$ cat config.mk
export PLATFORM = sky130hd
export DESIGN_NAME = rpn_eval
export DESIGN_NICKNAME = d
export VERILOG_FILES = /design/src/rtl/rpn_eval.sv
export SDC_FILE = /design/constraint.sdc
export NUM_CORES = 2
export LEC_CHECK = 0
export CAP_MARGIN = 20
export CORE_ASPECT_RATIO = 1.25
export CORE_UTILIZATION = 50
export CTS_CLUSTER_SIZE = 8
export DETAILED_ROUTE_END_ITERATION = 6
export PLACE_DENSITY = 0.66
export SETUP_SLACK_MARGIN = 0.2
export SYNTH_ARGS = -nofsm -noshare
export SYNTH_HDL_FRONTEND = slang
export SYNTH_SLANG_ARGS = --single-unit
export TNS_END_PERCENT = 20
$ cat constraint.sdc
create_clock -name CLK -period 19.2 [get_ports CLK]
set_input_delay 5.76 -clock CLK [delete_from_list [all_inputs] [get_ports CLK]]
set_output_delay 5.76 -clock CLK [all_outputs]
set_load 0.02 [all_outputs]
$ cat src/rtl/rpn_eval.sv
// Postfix evaluator: consumes ASCII digit/operator tokens, evaluates on a register
// stack and emits one signed result per '='. Errors are sticky until the next '='.
module rpn_eval #(
    parameter int WIDTH = 16,
    parameter int DEPTH = 16
) (
    input  logic             CLK,
    input  logic             RST,
    input  logic             TOK_VALID,
    input  logic [7:0]       TOK_DATA,
    output logic             TOK_READY,
    output logic             RES_VALID,
    output logic [WIDTH-1:0] RES_DATA,
    output logic             ERR,
    output logic [1:0]       ERR_CODE
);

    localparam int SPW = $clog2(DEPTH + 1);
    localparam int AW  = (DEPTH > 1) ? $clog2(DEPTH) : 1;
    localparam int CW  = (WIDTH > 1) ? $clog2(WIDTH) : 1;

    localparam logic [1:0] CODE_UNDER = 2'b00;
    localparam logic [1:0] CODE_OVER  = 2'b01;
    localparam logic [1:0] CODE_DIV0  = 2'b10;
    localparam logic [1:0] CODE_BAD   = 2'b11;

    localparam logic [7:0] TK_ADD   = 8'd43;
    localparam logic [7:0] TK_SUB   = 8'd45;
    localparam logic [7:0] TK_MUL   = 8'd42;
    localparam logic [7:0] TK_DIV   = 8'd47;
    localparam logic [7:0] TK_EQ    = 8'd61;
    localparam logic [7:0] TK_SPACE = 8'd32;

    typedef enum logic [2:0] {
        ST_IDLE,
        ST_EXEC,
        ST_DIV,
        ST_WB,
        ST_ERROR
    } state_t;

    typedef enum logic [1:0] {
        OP_ADD,
        OP_SUB,
        OP_MUL
    } op_t;

    state_t           state_q, state_d;
    op_t              op_q, op_d;
    logic [SPW-1:0]   sp_q, sp_d;
    logic [WIDTH-1:0] stk_q [DEPTH];
    logic [WIDTH-1:0] stk_d [DEPTH];
    logic [WIDTH-1:0] res_q, res_d;
    logic             rv_q, rv_d;
    logic [1:0]       code_q, code_d;
    logic [WIDTH-1:0] rem_q, rem_d;
    logic [WIDTH-1:0] quo_q, quo_d;
    logic [WIDTH-1:0] dvs_q, dvs_d;
    logic             neg_q, neg_d;
    logic [CW-1:0]    cnt_q, cnt_d;

    logic [AW-1:0]    idx_a, idx_b, idx_push;
    logic [WIDTH-1:0] top_a, top_b;
    logic             tok_digit, tok_op, tok_eq, tok_space;
    logic [WIDTH:0]   rem_sh, diff;
    logic [WIDTH-1:0] alu;

    function automatic logic [WIDTH-1:0] mag(input logic [WIDTH-1:0] x);
        return x[WIDTH-1] ? -x : x;
    endfunction

    assign idx_a    = AW'(sp_q - SPW'(1));
    assign idx_b    = AW'(sp_q - SPW'(2));
    assign idx_push = AW'(sp_q);
    assign top_a    = stk_q[idx_a];
    assign top_b    = stk_q[idx_b];

    assign tok_digit = (TOK_DATA >= 8'd48) && (TOK_DATA <= 8'd57);
    assign tok_op    = (TOK_DATA == TK_ADD) || (TOK_DATA == TK_SUB) ||
                       (TOK_DATA == TK_MUL) || (TOK_DATA == TK_DIV);
    assign tok_eq    = (TOK_DATA == TK_EQ);
    assign tok_space = (TOK_DATA == TK_SPACE);

    // One restoring step: the dividend shifts out of quo_q as quotient bits shift in.
    assign rem_sh = {rem_q, quo_q[WIDTH-1]};
    assign diff   = rem_sh - {1'b0, dvs_q};

    always_comb begin
        state_d   = state_q;
        op_d      = op_q;
        sp_d      = sp_q;
        stk_d     = stk_q;
        res_d     = res_q;
        rv_d      = 1'b0;
        code_d    = code_q;
        rem_d     = rem_q;
        quo_d     = quo_q;
        dvs_d     = dvs_q;
        neg_d     = neg_q;
        cnt_d     = cnt_q;
        alu       = '0;
        TOK_READY = 1'b0;

        case (state_q)
            ST_IDLE: begin
                TOK_READY = 1'b1;
                if (TOK_VALID) begin
                    if (tok_digit) begin
                        if (sp_q == SPW'(DEPTH)) begin
                            state_d = ST_ERROR;
                            code_d  = CODE_OVER;
                        end else begin
                            stk_d[idx_push] = WIDTH'(TOK_DATA[3:0]);
                            sp_d            = sp_q + SPW'(1);
                        end
                    end else if (tok_op) begin
                        if (sp_q < SPW'(2)) begin
                            state_d = ST_ERROR;
                            code_d  = CODE_UNDER;
                        end else if (TOK_DATA == TK_DIV) begin
                            if (top_a == '0) begin
                                state_d = ST_ERROR;
                                code_d  = CODE_DIV0;
                            end else begin
                                state_d = ST_DIV;
                                rem_d   = '0;
                                quo_d   = mag(top_b);
                                dvs_d   = mag(top_a);
                                neg_d   = top_a[WIDTH-1] ^ top_b[WIDTH-1];
                                cnt_d   = '0;
                            end
                        end else begin
                            state_d = ST_EXEC;
                            op_d    = (TOK_DATA == TK_ADD) ? OP_ADD :
                                      (TOK_DATA == TK_SUB) ? OP_SUB : OP_MUL;
                        end
                    end else if (tok_eq) begin
                        if (sp_q == SPW'(1)) begin
                            res_d = top_a;
                            rv_d  = 1'b1;
                            sp_d  = '0;
                        end else begin
                            state_d = ST_ERROR;
                            code_d  = CODE_BAD;
                        end
                    end else if (!tok_space) begin
                        state_d = ST_ERROR;
                        code_d  = CODE_BAD;
                    end
                end
            end

            ST_EXEC: begin
                case (op_q)
                    OP_ADD:  alu = top_b + top_a;
                    OP_SUB:  alu = top_b - top_a;
                    default: alu = top_b * top_a;
                endcase
                stk_d[idx_b] = alu;
                sp_d         = sp_q - SPW'(1);
                state_d      = ST_IDLE;
            end

            ST_DIV: begin
                rem_d = diff[WIDTH] ? rem_sh[WIDTH-1:0] : diff[WIDTH-1:0];
                quo_d = {quo_q[WIDTH-2:0], ~diff[WIDTH]};
                cnt_d = cnt_q + CW'(1);
                if (cnt_q == CW'(WIDTH - 1)) begin
                    state_d = ST_WB;
                end
            end

            ST_WB: begin
                // Negating 2^(WIDTH-1) wraps onto itself, which gives MIN / -1 = MIN.
                stk_d[idx_b] = neg_q ? -quo_q : quo_q;
                sp_d         = sp_q - SPW'(1);
                state_d      = ST_IDLE;
            end

            ST_ERROR: begin
                TOK_READY = 1'b1;
                if (TOK_VALID && tok_eq) begin
                    state_d = ST_IDLE;
                    code_d  = CODE_UNDER;
                    sp_d    = '0;
                end
            end

            default: state_d = ST_IDLE;
        endcase
    end

    always_ff @(posedge CLK or posedge RST) begin
        if (RST) begin
            state_q <= ST_IDLE;
            op_q    <= OP_ADD;
            sp_q    <= '0;
            stk_q   <= '{default: '0};
            res_q   <= '0;
            rv_q    <= 1'b0;
            code_q  <= '0;
            rem_q   <= '0;
            quo_q   <= '0;
            dvs_q   <= '0;
            neg_q   <= 1'b0;
            cnt_q   <= '0;
        end else begin
            state_q <= state_d;
            op_q    <= op_d;
            sp_q    <= sp_d;
            stk_q   <= stk_d;
            res_q   <= res_d;
            rv_q    <= rv_d;
            code_q  <= code_d;
            rem_q   <= rem_d;
            quo_q   <= quo_d;
            dvs_q   <= dvs_d;
            neg_q   <= neg_d;
            cnt_q   <= cnt_d;
        end
    end

    assign RES_VALID = rv_q;
    assign RES_DATA  = res_q;
    assign ERR       = (state_q == ST_ERROR);
    assign ERR_CODE  = code_q;

endmodule

-- Yosys cells after proc, flatten, opt, wreduce, memory -nomap -nowiden
Index checks and enable logic that the tools add are counted.
- register bits: 338
- output and inout port bits: 21
- word-level logic and storage cells: 199
- add/subtract/negate cells: 10
- multiply operators: 1
- order comparisons: 8
- equality and inequality tests: 33
- muxes and demuxes: 86
- bitwise logic cells: 10
- reductions and logical operators: 24
- operator list (cell ; number):
    bitwise mux 256 bit ; 3
    two-way mux 256 bit ; 3
    case mux 256 bit (3 select lines) ; 1
    two-way mux 16 bit ; 23
    binary-select mux 16 bit (select 4 bit) ; 2
    demux 16 bit (select 4 bit) ; 2
    case mux 16 bit (2 select lines) ; 3
    equality test 8 x 6 -> 1 bit, second input constant ; 6
    negation 16 bit ; 3
    two-way mux 3 bit ; 12
    two-way mux 5 bit ; 7
    two-way mux 2 bit ; 13
    two-way mux 4 bit ; 6
    AND reduction 7 bit ; 3
    != test 5 bit, second input constant ; 4
    != test 2 bit, second input constant ; 9
    AND reduction 6 bit ; 3
    subtractor 17 x 16 -> 17 bit ; 1
    adder 16 bit ; 1
    zero test 16 bit ; 1
    multiplier 16 x 16 -> 16 bit ; 1
    subtractor 16 bit ; 1
    greater-or-equal comparator 5 bit, second input constant ; 3
    != test 3 bit, second input constant ; 5
    other kinds (33) ; 56

-- Depth between registers and ports, before layout
- word-level depth: 14
- mapped depth: 40
- depth with buffers taken out: 30

-- Worst setup path before layout
Ideal clock, no wire load.
- kind: flip-flop to flip-flop
- start point: register sp_q[1]
- end point: register stk_q[111] (netlist bit)
- library setup time: 0.130 ns
- arrival time: 8.773 ns
- required time: 19.070 ns
- slack: 10.298 ns
- stages on the path, launching flop included: 38
- buffers on the path: 10
- cells stage by stage: dfrtp_1 buf_4 buf_6 buf_8 buf_6 buf_2 inv_1 ha_1 buf_4 buf_4 buf_2 mux4_2 a211oi_1 a21oi_1 clkbuf_1 and2_1 fa_1 inv_1 [2 not listed] fa_1 fa_1 inv_1 fa_1 fa_1 xor2_1 xnor2_1 xnor2_1 xnor2_1 xnor2_1 xnor2_1 xnor3_1 xnor3_1 xnor2_1 nand2_2 a32oi_4 buf_6 o22ai_2
- word-level cells in the longest chain between the ends: 10
- RTL lines (item ; RTL line ; source):
    start: declaration ; 50 ; logic [SPW-1:0] sp_q, sp_d;
    start signal: assignment ; 210 ; sp_q <= sp_d;
    subtractor 5 x 1 -> 5 bit, or another cell as far along ; -- ;
    inverter 4 -> 5 bit (not written as such), or another cell as far along ; 75 ; assign top_a = stk_q[idx_a];
    binary-select mux 16 bit (select 4 bit), or another cell as far along ; 75 ;
    two-way mux 16 bit, on equally long branches ; 75, 113, 76 ;
    two-way mux 16 bit (not written as such), or another cell as far along ; 75 ;
    multiplier 16 x 16 -> 16 bit, or another cell as far along ; 157 ; default: alu = top_b * top_a;
    case mux 16 bit (2 select lines) / two-way mux 256 bit (equally long branches) ; 154, 109 ;
    two-way mux 16 bit / two-way mux 256 bit (equally long branches) ; 104, 108 ;
    bitwise mux 256 bit / two-way mux 256 bit (equally long branches) ; 159, 107 ;
    case mux 256 bit (3 select lines) ; 104 ; case (state_q)
    end signal: assignment ; 211 ; stk_q <= stk_d;
    end: declaration ; 51 ; logic [WIDTH-1:0] stk_q [DEPTH];
Several ways; a longest one is shown, not always the timed one. The select of a mux whose other input is x is not followed.
A chain may end at the register's enable or synchronous reset.

-- Final worst setup path
- start point: register sp_q[1]
- end point: register stk_q[127] (netlist bit)
The elaborated chain is that of the path after synthesis.

==> metrics.txt <==
# TYPE chip_impl_metric gauge
chip_impl_info{name="run_status",value="finished clean"} 1
chip_impl_metric{name="finalWorstSetupSlack",unit="ns"} 8.93
chip_impl_metric{name="syn_area",unit="mm^2"} 0.0247
chip_impl_metric{name="swShare",unit="%"} 36.2
chip_impl_metric{name="drt-initial-drc-count",unit=""} 2190
chip_impl_metric{name="die_width",unit="um"} 201
chip_impl_metric{name="cap_viol_max_count",unit=""} 0
chip_impl_metric{name="overflow",unit=""} 0
chip_impl_metric{name="clk-insertion-delay-late",unit="ns"} 0.60
chip_impl_metric{name="initial_core_util",unit="%"} 50.9
chip_impl_metric{name="layout-area-overhead-vs-synth",unit="%"} 8.62
chip_impl_metric{name="dr_total_vias",unit=""} 20500
chip_impl_metric{name="share_clk_of_total_power",unit="%"} 32.2
chip_impl_metric{name="cts.htree.levels",unit=""} 2
chip_impl_info{name="cts-root-buf",value="sky130_fd_sc_hd__clkbuf_16"} 1
chip_impl_metric{name="synthCells",unit=""} 2484
chip_impl_metric{name="drt-pass1-iter-count",unit=""} 6
chip_impl_metric{name="io-pin-count",unit=""} 32
chip_impl_metric{name="switchingPower",unit="uW"} 857
chip_impl_info{name="critPathTopFamily",value="adder cells"} 1
chip_impl_info{name="criticalPathCategory",value="reg -> reg"} 1
chip_impl_metric{name="total_wirelength_of_the_detailed_routed_design",unit="um"} 83900
chip_impl_metric{name="fin_crit",unit="ns"} 10.27
chip_impl_metric{name="synth-warning-count",unit=""} 0
chip_impl_metric{name="antenna_found_initial",unit=""} 1
chip_impl_metric{name="synth_enable_flop_cells",unit=""} 0
chip_impl_metric{name="final_layout_size_suffix_gt1_share",unit="%"} 12.7
chip_impl_metric{name="holdBufCountCts",unit=""} 0
chip_impl_metric{name="crit_fanout",unit=""} 37
chip_impl_metric{name="insertedDiodeCount",unit=""} 0
chip_impl_metric{name="max-clock-path-buffers",unit=""} 3
chip_impl_metric{name="io_buffer_count",unit=""} 31
chip_impl_metric{name="power_total",unit="mW"} 2.37
chip_impl_metric{name="gpl.final_weighted_congestion",unit=""} 1.01
chip_impl_metric{name="global_route_wire_length_before_repair",unit="um"} 128000
chip_impl_metric{name="synth_sequential_area_ratio",unit="%"} 34.3
chip_impl_metric{name="floorplan.die.height",unit="um"} 250
chip_impl_metric{name="post_cts_resized",unit=""} 0
chip_impl_metric{name="peakVddDrop",unit="V"} 0.0000721
chip_impl_metric{name="setup_violations",unit=""} 0
chip_impl_metric{name="dp.cells",unit=""} 3037
chip_impl_metric{name="post_synth.cell_area_avg",unit="um^2"} 9.94
chip_impl_info{name="final_common_cell",value="sky130_fd_sc_hd__nand2_1"} 1
chip_impl_metric{name="routed_wire_length_per_instance",unit="um"} 27.1
chip_impl_metric{name="whs",unit="ns"} 0.461
chip_impl_metric{name="drv_slew",unit=""} 0
chip_impl_metric{name="die_footprint",unit="mm^2"} 0.0503
chip_impl_metric{name="cts_made_buffers",unit=""} 48
chip_impl_info{name="synth_top_flop_cell",value="sky130_fd_sc_hd__dfrtp_1"} 1
chip_impl_metric{name="routed_via_density",unit=""} 6.62
chip_impl_info{name="critical_path.startpoint_type",value="register"} 1
chip_impl_metric{name="crit_share_post_route",unit="%"} 53.5
chip_impl_metric{name="total_routing_resource_utilization_after_global_routing",unit="%"} 34.0
chip_impl_metric{name="place_hpwl",unit="um"} 58500
chip_impl_metric{name="post_layout_nonfiller_instances",unit=""} 3095
chip_impl_info{name="endpoint_kind",value="register"} 1
chip_impl_metric{name="placement_rows",unit=""} 90
chip_impl_metric{name="p_per_area",unit="mW/mm^2"} 88.3
chip_impl_info{name="grt_setup_unrepaired",value="false"} 1
chip_impl_metric{name="synth_cell_types",unit=""} 81
chip_impl_info{name="mostFrequentLayoutCells",value="sky130_fd_sc_hd__nand2_1, sky130_fd_sc_hd__dfrtp_1, sky130_fd_sc_hd__o21ai_0"} 1
chip_impl_info{name="cts_tree",value="done"} 1
chip_impl_metric{name="seq_power_share",unit="%"} 31.1
chip_impl_info{name="slowest_stage",value="sky130_fd_sc_hd__dfrtp_4"} 1
chip_impl_metric{name="place_worst_setup_slack",unit="ns"} 8.89
chip_impl_metric{name="worst_max_slew_pin_slew",unit="ns"} 1.16
chip_impl_metric{name="p_leak",unit="nW"} 11.8
chip_impl_metric{name="syn-num-nets",unit=""} 2670
chip_impl_metric{name="via_count_of_the_first_global_routing_pass",unit=""} 20800
chip_impl_metric{name="worst_skew",unit="ns"} 0.0340
chip_impl_metric{name="fin_nets",unit=""} 2633
chip_impl_metric{name="crit_path_max_incr_delay",unit="ns"} 0.84
chip_impl_metric{name="flop_and_latch_count_out_of_synthesis",unit=""} 338
chip_impl_metric{name="critical_path.n_buffers_inverters",unit=""} 5
chip_impl_metric{name="final-hold-violation-count",unit=""} 0
chip_impl_metric{name="power_report.internal_total",unit="mW"} 1.51
chip_impl_metric{name="slew_headroom",unit="%"} 22.5
chip_impl_metric{name="cts.sink_count",unit=""} 338
chip_impl_metric{name="post_cts_buffers",unit=""} 0
chip_impl_metric{name="power_frac_comb",unit="%"} 36.7
chip_impl_metric{name="postRouteAntennaNets",unit=""} 0
chip_impl_metric{name="fin_setup_tns",unit="ns"} 0
chip_impl_metric{name="fillCellCount",unit=""} 4223
chip_impl_metric{name="clkSlewWorstSetupHoldPaths",unit="ns"} 0.06
chip_impl_metric{name="remaining_drc_errors",unit=""} 0
chip_impl_metric{name="crit_required",unit="ns"} 19.63
chip_impl_info{name="hold_class",value="reg -> reg"} 1
chip_impl_metric{name="max_freq",unit="MHz"} 97.4
chip_impl_metric{name="pin_count_of_the_biggest_net_entering_global_routing",unit=""} 124
chip_impl_metric{name="core-area",unit="mm^2"} 0.0485
chip_impl_metric{name="worstPathArrival",unit="ns"} 10.71
chip_impl_metric{name="synth-async-reset-ratio",unit="%"} 100
## logic make-up after synthesis
family / synth area share (%)
xor+xnor: 4.21
buf+inv: 6.29
mux: 15.0
flops: 34.3
simple gates: 13.0
fa+ha+maj: 11.4
compound gates: 15.8
## stage by stage
step / instance area [um^2] / util, %
global route: 26800 / 55.3
CTS: 26800 / 55.1
finish: 26800 / 55.3
detailed placement: 25500 / 52.5
floorplan: 24700 / -
global placement: 25500 / 52.4
## layout make-up
type / instances / area (um^2) / share of cell area, %
clock buffer: 51 / 1230 / 4.60
clock inverter: 3 / 26.3 / 0.0980
inverter: 187 / 709 / 2.65
multi-input combinational: 1783 / 14800 / 55.1
sequential: 338 / 8470 / 31.6
tap: 644 / 806 / 3.00
timing repair buffer: 89 / 788 / 2.94
## cells in the mapped netlist, drive strengths merged (4+ instances only)
| cell | n | area (um^2) |
|---|---|---|
| nand2 | 366 | 1380 |
| dfrtp | 338 | 8460 |
| o21ai | 220 | 1100 |
| inv | 187 | 702 |
| mux4 | 149 | 3360 |
| nor2 | 123 | 462 |
| clkbuf | 119 | 447 |
| a21oi | 111 | 556 |
| ha | 93 | 1160 |
| a22o | 88 | 771 |
| fa | 82 | 1640 |
| xnor2 | 75 | 672 |
| and2 | 57 | 357 |
| buf | 57 | 404 |
| nor2b | 39 | 244 |
| xor2 | 36 | 323 |
| nand3 | 34 | 170 |
| mux2i | 27 | 270 |
| a22oi | 22 | 165 |
| nor3 | 22 | 110 |
| nand2b | 19 | 119 |
| a211oi | 18 | 135 |
| a31oi | 18 | 119 |
| o22ai | 18 | 138 |
| and3 | 15 | 93.8 |
| or3 | 14 | 87.6 |
| a21boi | 11 | 86.3 |
| o31ai | 10 | 75.1 |
| a21o | 7 | 52.6 |
| a221o | 7 | 70.1 |
| mux2 | 7 | 78.8 |
| o211ai | 7 | 52.6 |
| a31o | 6 | 52.6 |
| a32o | 6 | 60.1 |
| o2bb2ai | 6 | 83.8 |
| nand4 | 5 | 31.3 |
| o21a | 5 | 37.5 |
| o21bai | 5 | 37.5 |
| a222oi | 4 | 40.0 |
| nor3b | 4 | 30.0 |
## worst reg2reg max path, delay by kind of cell (launching register included)
family,cells,cell delay [ns]
compound gates,2,0.84
flops,1,0.84
fa+ha+maj,7,3.41
buf+inv,5,1.06
simple gates,2,0.68
xor+xnor,9,1.97
mux,2,1.38
## per-layer routing
layer,part of all wire (%),vias to the layer above,global-route usage [%]
met5,0.019,-,0
met4,8.1,2,24.5
met3,9.1,365,7.01
met2,47,1260,55.2
met1,35,10200,40.4
li1,-,8676,-
## power groups by stage
stage	sequential (mW)	clock (mW)	combinational, mW
after global routing	0.737	0.798	0.951
after floorplan	0.737	0	0.633
after global placement	0.747	0	0.849
after CTS	0.736	0.771	0.865
final	0.736	0.763	0.870
after detailed placement	0.748	0	0.860
## final timing paths
check                                   from            to  slack [ns]  cells past startpoint
max in group asynchronous                RST       sp_q[0]       11.11                      4
worst min-delay path            RES_DATA[10]  RES_DATA[10]        0.46                      2
worst max register to register       sp_q[1]    stk_q[127]        8.93                     27
worst max-delay path                 sp_q[1]    stk_q[127]        8.93                     27
worst min register to register  RES_DATA[10]  RES_DATA[10]        0.46                      2
min in group asynchronous                RST     stk_q[21]        5.74                      2
No activity file was read; power rests on OpenSTA's default activity.
